==> src/rtl/lane_arbiter_if.sv <==
// Handshake and data bundle between requesters and the lane arbiter.
// The arbiter side uses the slave modport; the requester side uses master.
interface lane_arbiter_if #(
    parameter int N2 = 5
);
    logic [N2:0] req;
    logic [N2:0] rel;
    logic [N2:0] in1;
    logic [N2:0] in2;
    logic [N2:0] gnt;
    logic [2:0]  gnt_id;
    logic        busy;
    logic        out1;
    logic        timeout;

    modport master (
        output req, rel, in1, in2,
        input  gnt, gnt_id, busy, out1, timeout
    );

    modport slave (
        input  req, rel, in1, in2,
        output gnt, gnt_id, busy, out1, timeout
    );
endinterface

==> src/rtl/lane_arbiter.sv <==
// Round-robin lane arbiter: grants one requester at a time, bounds each grant to HOLD
// cycles and forwards the granted lane's data bit onto the shared out1.
module lane_arbiter #(
    parameter int N1   = 4,
    parameter int N2   = N1 + 1,
    parameter int HOLD = 8
) (
    input  logic          clk,
    input  logic          rst,
    lane_arbiter_if.slave bus
);
    localparam int NREQ = N2 + 1;
    localparam logic [N2:0] ONE_HOT0 = {{N2{1'b0}}, 1'b1};

    if (N1 < 0 || N2 < 1 || N2 > 7 || HOLD < 2 || HOLD > 255) begin : g_bad_param
        $error("lane_arbiter: parameter out of range");
    end

    typedef enum logic [1:0] {
        IDLE  = 2'd0,
        GRANT = 2'd1,
        GAP   = 2'd2
    } state_t;

    state_t      state_q, state_d;
    logic [N2:0] gnt_q, gnt_d;
    logic [2:0]  gnt_id_q, gnt_id_d;
    logic        busy_q, busy_d;
    logic        out1_q, out1_d;
    logic        timeout_q, timeout_d;
    logic [2:0]  ptr_q, ptr_d;
    logic [7:0]  cnt_q, cnt_d;

    logic [2:0]  win_id_s;
    logic [N2:0] win_oh_s;
    logic        hit_s;
    int          dist_s;
    int          best_dist_s;
    logic        lane_in1_s, lane_in2_s;
    logic        normal_end_s, hold_end_s;

    // Winner is the set request with the smallest cyclic distance from ptr.
    always_comb begin
        win_id_s    = 3'd0;
        win_oh_s    = '0;
        best_dist_s = NREQ;
        dist_s      = 0;
        hit_s       = 1'b0;
        for (int i = 0; i < NREQ; i++) begin
            dist_s      = (i >= int'(ptr_q)) ? (i - int'(ptr_q)) : (i + NREQ - int'(ptr_q));
            hit_s       = bus.req[i] && (dist_s < best_dist_s);
            best_dist_s = hit_s ? dist_s : best_dist_s;
            win_id_s    = hit_s ? 3'(i) : win_id_s;
            win_oh_s    = hit_s ? (ONE_HOT0 << i) : win_oh_s;
        end
    end

    // Granted-lane view; gnt_q is one-hot so masking selects lane g directly.
    always_comb begin
        lane_in1_s   = |(bus.in1 & gnt_q);
        lane_in2_s   = |(bus.in2 & gnt_q);
        normal_end_s = (|(bus.rel & gnt_q)) || !(|(bus.req & gnt_q));
        hold_end_s   = (cnt_q == 8'(HOLD - 1));
    end

    // Next-state and registered-output computation.
    always_comb begin
        state_d   = state_q;
        gnt_d     = gnt_q;
        gnt_id_d  = gnt_id_q;
        busy_d    = busy_q;
        out1_d    = out1_q;
        timeout_d = 1'b0;
        ptr_d     = ptr_q;
        cnt_d     = cnt_q;
        case (state_q)
            IDLE: begin
                if (|bus.req) begin
                    state_d  = GRANT;
                    gnt_d    = win_oh_s;
                    gnt_id_d = win_id_s;
                    busy_d   = 1'b1;
                    cnt_d    = 8'd0;
                    ptr_d    = (win_id_s == 3'(N2)) ? 3'd0 : (win_id_s + 3'd1);
                end else begin
                    state_d = IDLE;
                end
            end
            GRANT: begin
                out1_d = lane_in1_s ? lane_in1_s : lane_in2_s;
                cnt_d  = cnt_q + 8'd1;
                // A normal end wins over the hold limit, so no timeout then.
                if (normal_end_s || hold_end_s) begin
                    state_d   = GAP;
                    gnt_d     = '0;
                    busy_d    = 1'b0;
                    timeout_d = !normal_end_s;
                end else begin
                    state_d = GRANT;
                end
            end
            GAP: begin
                state_d = IDLE;
                gnt_d   = '0;
                busy_d  = 1'b0;
            end
            default: begin
                state_d = IDLE;
                gnt_d   = '0;
                busy_d  = 1'b0;
            end
        endcase
    end

    // State and output registers with asynchronous reset.
    always_ff @(posedge clk or posedge rst) begin
        if (rst) begin
            state_q   <= IDLE;
            gnt_q     <= '0;
            gnt_id_q  <= 3'd0;
            busy_q    <= 1'b0;
            out1_q    <= 1'b0;
            timeout_q <= 1'b0;
            ptr_q     <= 3'd0;
            cnt_q     <= 8'd0;
        end else begin
            state_q   <= state_d;
            gnt_q     <= gnt_d;
            gnt_id_q  <= gnt_id_d;
            busy_q    <= busy_d;
            out1_q    <= out1_d;
            timeout_q <= timeout_d;
            ptr_q     <= ptr_d;
            cnt_q     <= cnt_d;
        end
    end

    assign bus.gnt     = gnt_q;
    assign bus.gnt_id  = gnt_id_q;
    assign bus.busy    = busy_q;
    assign bus.out1    = out1_q;
    assign bus.timeout = timeout_q;
endmodule

==> src/flat_wrapper.sv <==
// flat-port wrapper written by rule: the top's interface ports become plain ports
module lane_arbiter_flat 
#(
    parameter int N1   = 4,
    parameter int N2   = N1 + 1,
    parameter int HOLD = 8
)
  (clk, rst, bus_req, bus_rel, bus_in1, bus_in2, bus_gnt, bus_gnt_id, bus_busy, bus_out1, bus_timeout);
  lane_arbiter_if #(.N2(N2)) bus_i ();
  input  logic clk;
  input  logic rst;
  input wire logic [$bits(bus_i.req)-1:0] bus_req;
  input wire logic [$bits(bus_i.rel)-1:0] bus_rel;
  input wire logic [$bits(bus_i.in1)-1:0] bus_in1;
  input wire logic [$bits(bus_i.in2)-1:0] bus_in2;
  output wire logic [$bits(bus_i.gnt)-1:0] bus_gnt;
  output wire logic [$bits(bus_i.gnt_id)-1:0] bus_gnt_id;
  output wire logic [$bits(bus_i.busy)-1:0] bus_busy;
  output wire logic [$bits(bus_i.out1)-1:0] bus_out1;
  output wire logic [$bits(bus_i.timeout)-1:0] bus_timeout;
  assign bus_i.req = bus_req;
  assign bus_i.rel = bus_rel;
  assign bus_i.in1 = bus_in1;
  assign bus_i.in2 = bus_in2;
  assign bus_gnt = bus_i.gnt;
  assign bus_gnt_id = bus_i.gnt_id;
  assign bus_busy = bus_i.busy;
  assign bus_out1 = bus_i.out1;
  assign bus_timeout = bus_i.timeout;
  lane_arbiter #(.N1(N1), .N2(N2), .HOLD(HOLD)) u_core (.clk(clk), .rst(rst), .bus(bus_i));
endmodule
==> config.mk <==
export PLATFORM = sky130hd
export DESIGN_NAME = lane_arbiter_flat
export DESIGN_NICKNAME = d
export VERILOG_FILES = /design/src/rtl/lane_arbiter_if.sv /design/src/rtl/lane_arbiter.sv /design/src/flat_wrapper.sv
export SDC_FILE = /design/constraint.sdc
export NUM_CORES = 1
export LEC_CHECK = 0
export CORE_MARGIN = 2
export CORE_UTILIZATION = 45
export CTS_BUF_LIST = sky130_fd_sc_hd__clkbuf_8 sky130_fd_sc_hd__clkbuf_16
export CTS_CLUSTER_SIZE = 10
export DETAILED_ROUTE_END_ITERATION = 8
export PLACE_DENSITY = 0.76
export SYNTH_ARGS = -nofsm -noshare
export SYNTH_HDL_FRONTEND = slang
export SYNTH_SLANG_ARGS = --single-unit
==> constraint.sdc <==
create_clock -name clk -period 8.4 [get_ports clk]
set_clock_uncertainty 0.05 [all_clocks]
set_input_delay 1.68 -clock clk [delete_from_list [all_inputs] [get_ports clk]]
set_output_delay 1.68 -clock clk [all_outputs]
set_load 0.05 [all_outputs]
---- Yosys cells after proc, flatten, opt, wreduce, memory -nomap -nowiden ----
Index checks and enable logic that the tools add are counted.
word-level totals
  register bits ........................... 25
  input port bits ......................... 26
  logic and storage cells ................. 100
operators by class
  $add $sub $neg .......................... 14
  order comparisons ....................... 12
  eq/ne operators ......................... 5
  muxes and demuxes ....................... 37
  bitwise logic cells ..................... 4
  reductions and logical operators ........ 20
operator list
  kind                                                                            number
  32-bit two-way mux                                                              11
  32-bit less-than comparator                                                     5
  6-bit two-way mux                                                               7
  32-bit by 4-bit less-than comparator with 1-bit output (second input constant)  1
  6-bit OR reduction                                                              5
  6-bit bitwise AND                                                               4
  4-bit by 3-bit subtractor with 5-bit output (first input constant)              4
  8-bit one-hot mux with 2 select lines                                           1
  3-bit by 3-bit subtractor with 4-bit output (first input constant)              4
  3-bit two-way mux                                                               5
  6-bit one-hot mux with 2 select lines                                           1
  8-bit by 1-bit adder with 8-bit output (second input constant)                  1
  8-bit by 3-bit == test with 1-bit output (second input constant)                1
  1-bit two-way mux                                                               8
  8-bit two-way mux                                                               1
  1-bit by 3-bit subtractor with 4-bit output (first input constant)              2
  2-bit by 3-bit subtractor with 4-bit output (first input constant)              2
  1-bit by 3-bit >= comparator with 1-bit output (first input constant)           2
  2-bit by 3-bit >= comparator with 1-bit output (first input constant)           2
  3-bit >= comparator (first input constant)                                      2
  1-bit logical AND                                                               6
  2-bit AND reduction                                                             3
  2-bit by 1-bit inequality test with 1-bit output (second input constant)        2
  2-bit one-hot mux with 2 select lines                                           1
  9 further kinds                                                                 11

---- Depth between registers and ports, before layout ----
  depth in word-level cells ............... 22
  mapped depth ............................ 51

---- Worst setup path before layout ----
No wires, ideal clock.
  path type ............................... in2reg
  start ................................... in bus_req[0]
  end ..................................... reg u_core.gnt_q[0], in the netlist u_core.bus.gnt[0]
  setup time .............................. 122 ps
  arrival time ............................ 8,553 ps
  data required time ...................... 8,228 ps
  setup slack ............................. -324 ps
  stages .................................. 39
  cells stage by stage .................... clkbuf_1 -> nand2_1 -> ha_1 -> nand2b_1 -> a221oi_1 -> o211ai_1 -> o22a_1 -> buf_6 -> nand3_1 -> ha_1 -> nor2b_1 -> nand2_1 -> and2_1 -> clkbuf_1 -> nor3_4 -> a21oi_1 -> ha_1 -> nor2_1 -> [... 3 more ...] -> or4_1 -> nand2_1 -> and3_4 -> mux2_2 -> ha_1 -> nor4b_1 -> o2111ai_1 -> o41ai_1 -> a21oi_2 -> buf_4 -> a21o_1 -> ha_1 -> nand2_1 -> nand4_1 -> a211oi_1 -> a21oi_1 -> and3b_1 -> a32o_1
between the ends
  word-level cells in the longest chain between the ends .. 19
  elaborated cells between the ends (all ways) .. 33
  those cells by class .................... order compare (5); eq/ne (2); mux (13); bitwise (1); reduce/logical (12)
RTL lines
  item                                   RTL line             source
  from (decl)                            flat_wrapper.sv:12   input wire logic [$bits(bus_i.req)-1:0] bus_req;
  1-bit logical AND                      lane_arbiter.sv:51   hit_s = bus.req[i] && (dist_s < best_dist_s);
  32-bit two-way mux                     lane_arbiter.sv:52   best_dist_s = hit_s ? dist_s : best_dist_s;
  32-bit less-than comparator            lane_arbiter.sv:51
  1-bit logical AND                      lane_arbiter.sv:51
  32-bit two-way mux                     lane_arbiter.sv:52
  32-bit less-than comparator            lane_arbiter.sv:51
  1-bit logical AND                      lane_arbiter.sv:51
  32-bit two-way mux                     lane_arbiter.sv:52
  [... 3 more ...]                       -
  32-bit less-than comparator            lane_arbiter.sv:51
  1-bit logical AND                      lane_arbiter.sv:51
  32-bit two-way mux                     lane_arbiter.sv:52
  32-bit less-than comparator            lane_arbiter.sv:51
  1-bit logical AND                      lane_arbiter.sv:51
  6-bit two-way mux                      lane_arbiter.sv:54   win_oh_s = hit_s ? (ONE_HOT0 << i) : win_oh_s;
  6-bit two-way mux                      lane_arbiter.sv:78   if (|bus.req) begin
  6-bit one-hot mux with 2 select lines  lane_arbiter.sv:76   case (state_q)
  to (signal assigned)                   lane_arbiter.sv:128  gnt_q <= gnt_d;
  to (decl)                              lane_arbiter.sv:26   logic [N2:0] gnt_q, gnt_d;
Parallel ways exist; a longest one is shown, timed or not. The select of a mux whose other input is x is not followed.
A chain may end at the register's enable or synchronous reset.

---- Worst setup path after layout ----
Ends and elaborated chain as after synthesis.

==> run_results.csv <==
group,metric,value,unit
worst_setup_path,cp_data_arrival_time,8.14,ns
worst_setup_path,startpoint_type,"input port",
synthesis,syn-mean-instance-area,8.267,µm²
clock_network,clock_sinks,25,
synthesis,synth-async-reset-ratio,1.000,
global_routing,antenna_found_initial,0,
route,remaining_drc_errors,0,
place,gp_congestion,0.9324,
route,dr.pass1.iters,5,
final_layout,final_area,0.003571,mm²
sta,clock.fmax,0.1246,GHz
synthesis,yosys_warnings,0,
outcome,status,"finished, final reports clean",
clock_network,worstSkewPairLatency,0.28,ns
sta,post-route-period-util,0.9557,
hold_path,min_path_cells,2,
place,placed_area,0.003387,mm²
floorplan,die-area,0.006469,mm²
floorplan,pin_count,38,
global_routing,grt-ovfl-total,0,
hold_path,hold_path_class,"reg2reg",
synthesis,synthFlopType,"dfrtp_1",
worst_setup_path,cp-end-kind,"flip-flop",
sta,worst_slew_pin_slew,0.9533,ns
global_routing,grt_pass1_vias,2570,
place,dp_hpwl,6112,µm
place,io_buffer_count,37,
synthesis,syn-cell-area,0.002629,mm²
clock_network,cts_max_path_buffers,2,
global_routing,grt_pass1_wl,12330,µm
final_layout,areaGrowthSynthToFinish,35.84,%
route,via_per_inst,5.839,
worst_setup_path,reg2reg_depth,41,
job,drv_cap,0,
synthesis,syn_inst,318,
clock_network,cts_buffers,3,
clock_network,cts_tree,"yes",
global_routing,grt_max_degree,26,
sta,setup_viol,0,
worst_setup_path,path_max_fanout,4,
sta,timing.final.crit_period,8.028,ns
worst_setup_path,required,8.51,ns
synthesis,synth_edf_count,0,
synthesis,ys_seq_area_frac,0.2380,
clock_network,ctsRootBufferMaster,"clkbuf_8",
route,drt_iter0_markers,173,
floorplan,die_y,80.43,µm
floorplan,initial_core_util,0.4716,
sta,rsz0062_at_grt,"false",
final_layout,layout-drive-gt1-share,0.2581,
sta,drv_slew,0,
route,vias,2750,
floorplan,core,0.005574,mm²
synthesis,ys_ff_latch,25,
sta,hold_viol_final,0,
final_layout,n_antenna_cell,0,
sta,relSlewSlack,0.3638,
worst_setup_path,cp_slowest_cell,"or4_4",
route,wl,7853,µm
worst_setup_path,max_stage_delay,0.42,ns
floorplan,placementRows,27,
global_routing,grt.total_usage,0.2465,
clock_network,cts_htree_levels,1,
route,final_antenna_net_count,0,
floorplan,dieWidth,80.43,µm
final_layout,fin_nets,452,
sta,whs,0.4601,ns
route,wl_per_cell,16.67,µm
clock_network,cts.clk_slew.worst_paths,0.09,ns
synthesis,synthDistinctLibCells,69,
worst_setup_path,path_class,"in2reg",
sequential cells by signal, indices dropped and copies added (netlist names):
register            flops
u_core.bus.timeout      1
u_core.state_q          2
u_core.bus.out1         1
u_core.cnt_q            8
u_core.bus.busy         1
u_core.ptr_q            3
u_core.bus.gnt          6
u_core.bus.gnt_id       3
per-stage QoR:
| step | instances | util | setup WS, ns | setup TNS (ns) |
|---|---|---|---|---|
| after floorplan | 319 | - | 0.01647 | 0 |
| after global placement | 460 | 0.6076 | -0.1813 | -0.9886 |
| after detailed placement | 460 | 0.6076 | -0.4366 | -3.755 |
| after CTS | 468 | 0.6218 | 0.1492 | 0 |
| after global routing | 471 | 0.6406 | 0.003276 | 0 |
| final | 471 | 0.6406 | 0.3720 | 0 |
routing by layer:
layer	part of all wire	up-vias	global-route usage
met3	0.047	11	0.03146
met4	0.015	0	0.05085
li1	-	1348	-
met1	0.46	1298	0.3449
met5	0	-	0
met2	0.48	93	0.4067
path summary, 6_finish.rpt:
kind	to	slack [ns]	from
worst min-delay path	u_core.bus.busy	0.46	u_core.bus.busy
worst min register to register	u_core.bus.busy	0.46	u_core.bus.busy
min in group asynchronous	u_core.cnt_q[7]	1.86	rst
worst max-delay path	u_core.bus.gnt[0]	0.37	bus_req[0]
max in group asynchronous	u_core.bus.out1	5.85	rst
worst max register to register	u_core.bus.gnt[0]	0.44	u_core.ptr_q[2]
layout by cell type, fill, tap and decap left out, drive strengths merged, types with 3 or more instances in the layout:
master         instances
and2                   5
a211oi                 3
nand2b                 7
ha                    26
and3                   5
nand2                 30
a32o                   4
nor2                  30
clkdlybuf4s50         35
dfrtp                 25
clkbuf                 4
o21ai                 26
a21oi                 17
buf                   49
nor4                   4
nand3                  6
xor2                   4
mux2i                  5
nor2b                  8
nor3                   9
a21o                   5
nand4                  4
inv                   16
o21a                   4
a22oi                  7
a22o                   6
mux2                   5
a31oi                  4
o211ai                 4
or2                    3
kinds of logic after synthesis:
family	after synthesis	synth area share
buffers and inverters	27	0.04855
DFF	25	0.2380
other	1	0.001427
muxes	10	0.04474
xor gates and xnor gates	6	0.01999
and+or+nand+nor	119	0.2356
adders and majority gates	26	0.1237
AOI/OAI and AO/OA	104	0.2880
area by class of cell:
class	count	area, µm²
fillers	471	2003
flip-flops and latches	25	625.6
clock buffers	3	41.29
repair buffers	86	739.5
well taps	72	90.09
inverters	17	63.81
clock inverters	1	7.507
multi-input cells	267	2003
cell usage after synthesis, drive strengths merged (2+ instances only):
| cell type | instances | area, µm² |
|---|---|---|
| inv | 16 | 60.06 |
| nand2b | 7 | 43.79 |
| mux2 | 5 | 67.56 |
| o21a | 4 | 30.03 |
| mux2i | 5 | 50.05 |
| a22o | 6 | 52.55 |
| o32ai | 2 | 17.52 |
| a31o | 2 | 17.52 |
| nor2 | 30 | 112.6 |
| o21ai | 26 | 130.1 |
| clkbuf | 6 | 22.52 |
| and3 | 5 | 41.29 |
| nand2 | 30 | 112.6 |
| o22ai | 2 | 18.77 |
| o31ai | 2 | 15.01 |
| or2 | 3 | 21.27 |
| nor3 | 9 | 56.31 |
| xor2 | 4 | 35.03 |
| a21o | 5 | 37.54 |
| a21oi | 17 | 88.84 |
| xnor2 | 2 | 17.52 |
| nand4 | 4 | 25.02 |
| a32o | 4 | 40.04 |
| ha | 26 | 325.3 |
| a22oi | 7 | 52.55 |
| a211oi | 3 | 22.52 |
| nand3 | 6 | 30.03 |
| dfrtp | 25 | 625.6 |
| and2 | 5 | 33.78 |
| buf | 4 | 41.29 |
| a2bb2oi | 2 | 17.52 |
| nor4 | 4 | 25.02 |
| a31oi | 4 | 25.02 |
| o211ai | 4 | 30.03 |
| nor2b | 8 | 52.55 |
critical path, delay by kind of cell:
| kind | cells | cell delay (ns) |
|---|---|---|
| AND/OR/NAND/NOR | 17 | 2.62 |
| multiplexers | 2 | 0.62 |
| adder cells (fa/ha/maj) | 5 | 0.93 |
| AO/OA/AOI/OAI | 12 | 2.13 |
| buffers and inverters | 2 | 0.17 |
what timing repair did:
| action | 4_1_cts | 5_1_grt |
|---|---|---|
| setup endpoints to repair | 8 | 12 |
| gates resized for setup | 2 | 25 |
| hold buffers | 0 | 0 |
| setup buffers | 4 | 3 |
| pin swaps | 3 | 16 |
Power is not shown: default switching activity piles up to over one toggle a cycle in this logic, so the estimate is an artifact.
